[config.mk]
export PLATFORM = sky130hd
export DESIGN_NAME = mips_data_mem_arbiter
export DESIGN_NICKNAME = d
export VERILOG_FILES = /design/src/rtl/mips_data_mem_arbiter.sv
export SDC_FILE = /design/constraint.sdc
export NUM_CORES = 1
export LEC_CHECK = 0
export ABC_AREA = 1
export BUFFER_PORTS_ARGS = -buffer_cell sky130_fd_sc_hd__buf_2
export CELL_PAD_IN_SITES_DETAIL_PLACEMENT = 1
export CELL_PAD_IN_SITES_GLOBAL_PLACEMENT = 1
export CORE_MARGIN = 4
export CORE_UTILIZATION = 32
export DETAILED_ROUTE_END_ITERATION = 8
export PLACE_DENSITY = 0.86
export REMOVE_ABC_BUFFERS = 1
export SLEW_MARGIN = 20
export SYNTH_ARGS = -nofsm -noshare
export SYNTH_HDL_FRONTEND = slang
export SYNTH_SLANG_ARGS = --single-unit
[constraint.sdc]
create_clock -name clk -period 3 [get_ports clk]
set_input_delay 0.15 -clock clk [delete_from_list [all_inputs] [get_ports clk]]
set_output_delay 0.15 -clock clk [all_outputs]
set_load 0.01 [all_outputs]
[src/rtl/mips_data_mem_arbiter.sv]
// rtl/mips_data_mem_arbiter.sv - two-port arbiter for the single-port MIPS data memory
// Latches one winner per transaction, drives the memory for one SERVE cycle, then acks.
module mips_data_mem_arbiter #(
    parameter int Data_Width          = 32,
    parameter int Data_Mem_Addr_Width = 8,
    parameter bit Fixed_Priority      = 1'b0
) (
    input  logic                           clk,
    input  logic                           rst,
    input  logic                           req0,
    input  logic                           req1,
    input  logic                           we0,
    input  logic                           we1,
    input  logic [Data_Mem_Addr_Width-1:0] addr0,
    input  logic [Data_Mem_Addr_Width-1:0] addr1,
    input  logic [Data_Width-1:0]          wdata0,
    input  logic [Data_Width-1:0]          wdata1,
    output logic                           ack0,
    output logic                           ack1,
    output logic [Data_Width-1:0]          rdata,
    output logic                           busy,
    output logic                           mem_we,
    output logic [Data_Mem_Addr_Width-1:0] mem_addr,
    output logic [Data_Width-1:0]          mem_wdata,
    input  logic [Data_Width-1:0]          mem_rdata
);

    typedef enum logic {
        IDLE  = 1'b0,
        SERVE = 1'b1
    } state_t;

    state_t                         state_q, state_d;
    logic                           lat_we_q, lat_we_d;
    logic [Data_Mem_Addr_Width-1:0] lat_addr_q, lat_addr_d;
    logic [Data_Width-1:0]          lat_wdata_q, lat_wdata_d;
    logic                           last_grant_q, last_grant_d;
    logic                           ack0_q, ack0_d;
    logic                           ack1_q, ack1_d;
    logic [Data_Width-1:0]          rdata_q, rdata_d;
    logic                           grant;

    always_comb begin
        state_d      = state_q;
        lat_we_d     = lat_we_q;
        lat_addr_d   = lat_addr_q;
        lat_wdata_d  = lat_wdata_q;
        last_grant_d = last_grant_q;
        ack0_d       = 1'b0;
        ack1_d       = 1'b0;
        rdata_d      = rdata_q;
        grant        = 1'b0;
        case (state_q)
            IDLE: begin
                if (req0 || req1) begin
                    // On a tie the port not granted last wins, unless port 0 is fixed-priority
                    if (req0 && req1) grant = Fixed_Priority ? 1'b0 : ~last_grant_q;
                    else              grant = req1;
                    lat_we_d     = grant ? we1    : we0;
                    lat_addr_d   = grant ? addr1  : addr0;
                    lat_wdata_d  = grant ? wdata1 : wdata0;
                    last_grant_d = grant;
                    state_d      = SERVE;
                end
            end
            SERVE: begin
                // last_grant_q holds the port being served for the whole transaction
                if (!lat_we_q) rdata_d = mem_rdata;
                ack0_d  = ~last_grant_q;
                ack1_d  = last_grant_q;
                state_d = IDLE;
            end
            default: state_d = IDLE;
        endcase
    end

    always_ff @(posedge clk or posedge rst) begin
        if (rst) begin
            state_q      <= IDLE;
            lat_we_q     <= 1'b0;
            lat_addr_q   <= '0;
            lat_wdata_q  <= '0;
            last_grant_q <= 1'b1;
            ack0_q       <= 1'b0;
            ack1_q       <= 1'b0;
            rdata_q      <= '0;
        end else begin
            state_q      <= state_d;
            lat_we_q     <= lat_we_d;
            lat_addr_q   <= lat_addr_d;
            lat_wdata_q  <= lat_wdata_d;
            last_grant_q <= last_grant_d;
            ack0_q       <= ack0_d;
            ack1_q       <= ack1_d;
            rdata_q      <= rdata_d;
        end
    end

    assign busy      = (state_q == SERVE);
    assign mem_we    = (state_q == SERVE) & lat_we_q;
    assign mem_addr  = lat_addr_q;
    assign mem_wdata = lat_wdata_q;
    assign ack0      = ack0_q;
    assign ack1      = ack1_q;
    assign rdata     = rdata_q;

endmodule

==> flow_metrics.env <==
export IMPL_outcome="complete, but fails checks"
export IMPL_violations="negative hold slack"
export IMPL_grt_max_degree=65
export IMPL_std_cell_rows=39
export IMPL_critical_path_max_stage_delay_ns=0.60
export IMPL_coreArea_um2=11600
export IMPL_drv_cap=0
export IMPL_fill_cells=1484
export IMPL_drive_gt1_frac=0.368
export IMPL_detail_route_iter0_violations=172
export IMPL_drt_pass1_iter_count=4
export IMPL_seq_area_um2=1930
export IMPL_holdWs_ns=-0.0300
export IMPL_synth_area_um2=3870
export IMPL_die_width_um=118
export IMPL_clock_skew_final_ns=0.00745
export IMPL_rsz0062_at_grt="false"
export IMPL_finalSetupViolations=0
export IMPL_path_clk_slew_ns=0.06
export IMPL_wl_um=12800
export IMPL_wl_per_cell_um=15.4
export IMPL_ys_ff_latch=77
export IMPL_n_antenna_cell=0
export IMPL_synth_cell_types=14
export IMPL_irDropWorstVdd_mv=0.259
export IMPL_start_util=0.333
export IMPL_first_global_vias=4164
export IMPL_maxSlewHeadroom=0.438
export IMPL_clk_latency_ns=0.33
export IMPL_critPathRequiredTime_ns=3.26
export IMPL_cts_setup_buffers=0
export IMPL_grt_antenna_before_repair=0
export IMPL_die_y_um=118
export IMPL_worstPathCellList="inv_2 -> or2_2 -> buf_4 -> nand2_1 -> o21ai_2"
export IMPL_gp_congestion=0.767
export IMPL_dpl_cell_area_um2=4900
export IMPL_postSynthCellCount=503
export IMPL_hold_class="input port to asynchronous set/reset pin"
export IMPL_dp_cells=816
export IMPL_track_usage=0.185
export IMPL_syn2layout_area_growth_pct=35.7
export IMPL_end_kind="flip-flop"
export IMPL_cp_max_fo=64
export IMPL_clock_sinks=77
export IMPL_ant_nets=0
export IMPL_cpLargestDelayFamily="buffers and inverters"
export IMPL_io_buffers=193
export IMPL_nets=803
export IMPL_tns_ns=0
export IMPL_vias=3866
export IMPL_critical_path_slowest_cell="buf_4"
export IMPL_clockBufferDepth=2
export IMPL_drc=0
export IMPL_power_leakage_nw=3.26
export IMPL_worst_pin_slew_ns=0.840
export IMPL_slew_violations=0
export IMPL_finalCritPeriodShare=0.563
export IMPL_grt_overflow_total=0
export IMPL_pin_count=194
export IMPL_final_core_util=0.452
export IMPL_viasPerCell=4.64
export IMPL_ctsResizeCount=0
export IMPL_hold_viol=59
export IMPL_multi_input_area_um2=1340
export IMPL_grt_pass1_wl_um=21000
export IMPL_p_per_area_nw_per_um2=724
export IMPL_max_freq_ghz=0.592
export IMPL_cp_start_kind="flip-flop"
export IMPL_postCtsHoldBufs=0
export IMPL_yosysSeqAreaShare=0.498
export IMPL_cp_num_buf_inv=2
export IMPL_dp_hpwl_um=9410
export IMPL_final_cells=833
export IMPL_yosysWarnings=0
export IMPL_arrival_ns=1.95
export IMPL_crit_type="flip-flop to flip-flop"
export IMPL_final_area_um2=5250
export IMPL_die_area_um2=13900
export IMPL_cts_root_buf="clkbuf_16"
export IMPL_cts_buffers=9
export IMPL_cts_tree="yes"
export IMPL_h_tree_depth=3
export IMPL_synth_avg_cell_area_um2=7.70
export IMPL_fin_crit_ns=1.69
[final cells by class]
type,count,area share
Tap cell,143,0.0341
Timing Repair Buffer,199,0.196
Sequential cell,77,0.367
Inverter,118,0.0848
Clock inverter,4,0.0133
Clock buffer,12,0.0488
Multi-Input combinational cell,280,0.256
[where the power goes]
group	switching (mW)	internal (mW)
combinational	0.670	0.449
clock	0.428	0.772
sequential	0.169	1.32
[sequential cells by signal, indices dropped and copies added, names as in the netlist]
register / count
busy: 1
ack0: 1
lat_we_q: 1
mem_addr: 8
rdata: 32
ack1: 1
mem_wdata: 32
last_grant_q: 1
[worst reg2reg max path: stages (launching register included)]
cell,delay [ns]
dfrtp_1,0.46
inv_2,0.13
or2_2,0.11
buf_4,0.60
nand2_1,0.22
o21ai_2,0.10
[per-layer routing]
| layer | vias to the layer above | share of wire | global-route usage | wire length, µm |
|---|---|---|---|---|
| li1 | 1853 | - | - | - |
| met2 | 159 | 0.48 | 0.310 | 6160 |
| met3 | 15 | 0.059 | 0.0327 | 760 |
| met5 | - | 0 | 0 | 0 |
| met4 | 0 | 0.018 | 0.0718 | 225 |
| met1 | 1839 | 0.44 | 0.237 | 5650 |
[per-stage QoR]
step                worst slack (ns)  power [mW]
global placement                1.38        2.56
detailed placement              1.31        2.63
CTS                             1.30        3.84
finish                          1.31        3.80
floorplan                      0.596        2.07
global route                    1.17        4.04
[synthesized netlist by cell type]
cell / number / area [µm²]
nand2_1: 160 / 601
inv_1: 117 / 439
nand3_1: 82 / 410
dfrtp_1: 76 / 1900
o21ai_2: 33 / 289
buf_2: 14 / 70.1
buf_6: 7 / 78.8
clkbuf_1: 7 / 26.3
nor2_1: 2 / 7.51
dfstp_2: 1 / 26.3
inv_2: 1 / 3.75
nor2_2: 1 / 6.26
o21ai_0: 1 / 5.00
or2_1: 1 / 6.26
[cells in the final DEF, fill, tap and decap left out]
cell and count:
buf_2 193, nand2_1 158, inv_1 116, nand3_1 82, dfrtp_1 76, o21ai_2 32, clkbuf_16 9, buf_4 5
nor2_1 2, nand2_2 2, bufinv_16 2, clkbuf_8 2, clkinv_2 2, inv_2 1, or2_2 1, nor2_4 1
o21ai_4 1, inv_4 1, o21ai_0 1, clkbuf_1 1, dfstp_2 1, buf_16 1
[final timing paths]
path / start / endpoint / slack (ns) / cells past startpoint
max in group asynchronous: rst / mem_wdata[31] / 2.31 / 3
max reg2reg: busy / rdata[25] / 1.31 / 5
min in group clk: mem_rdata[28] / rdata[28] / 0.06 / 3
min reg2reg: mem_wdata[25] / mem_wdata[25] / 0.48 / 2
max: busy / rdata[25] / 1.31 / 5
min: rst / mem_wdata[26] / -0.03 / 2
[cells by family (layout without fill, tap and decap cells)]
family | Yosys count | count (layout) | share of synthesized area
AOI/OAI and AO/OA | 34 | 34 | 0.0760
buffers and inverters | 146 | 333 | 0.160
DFF | 77 | 77 | 0.498
and+or+nand+nor | 246 | 246 | 0.266
(Power assumes the default switching activity.)
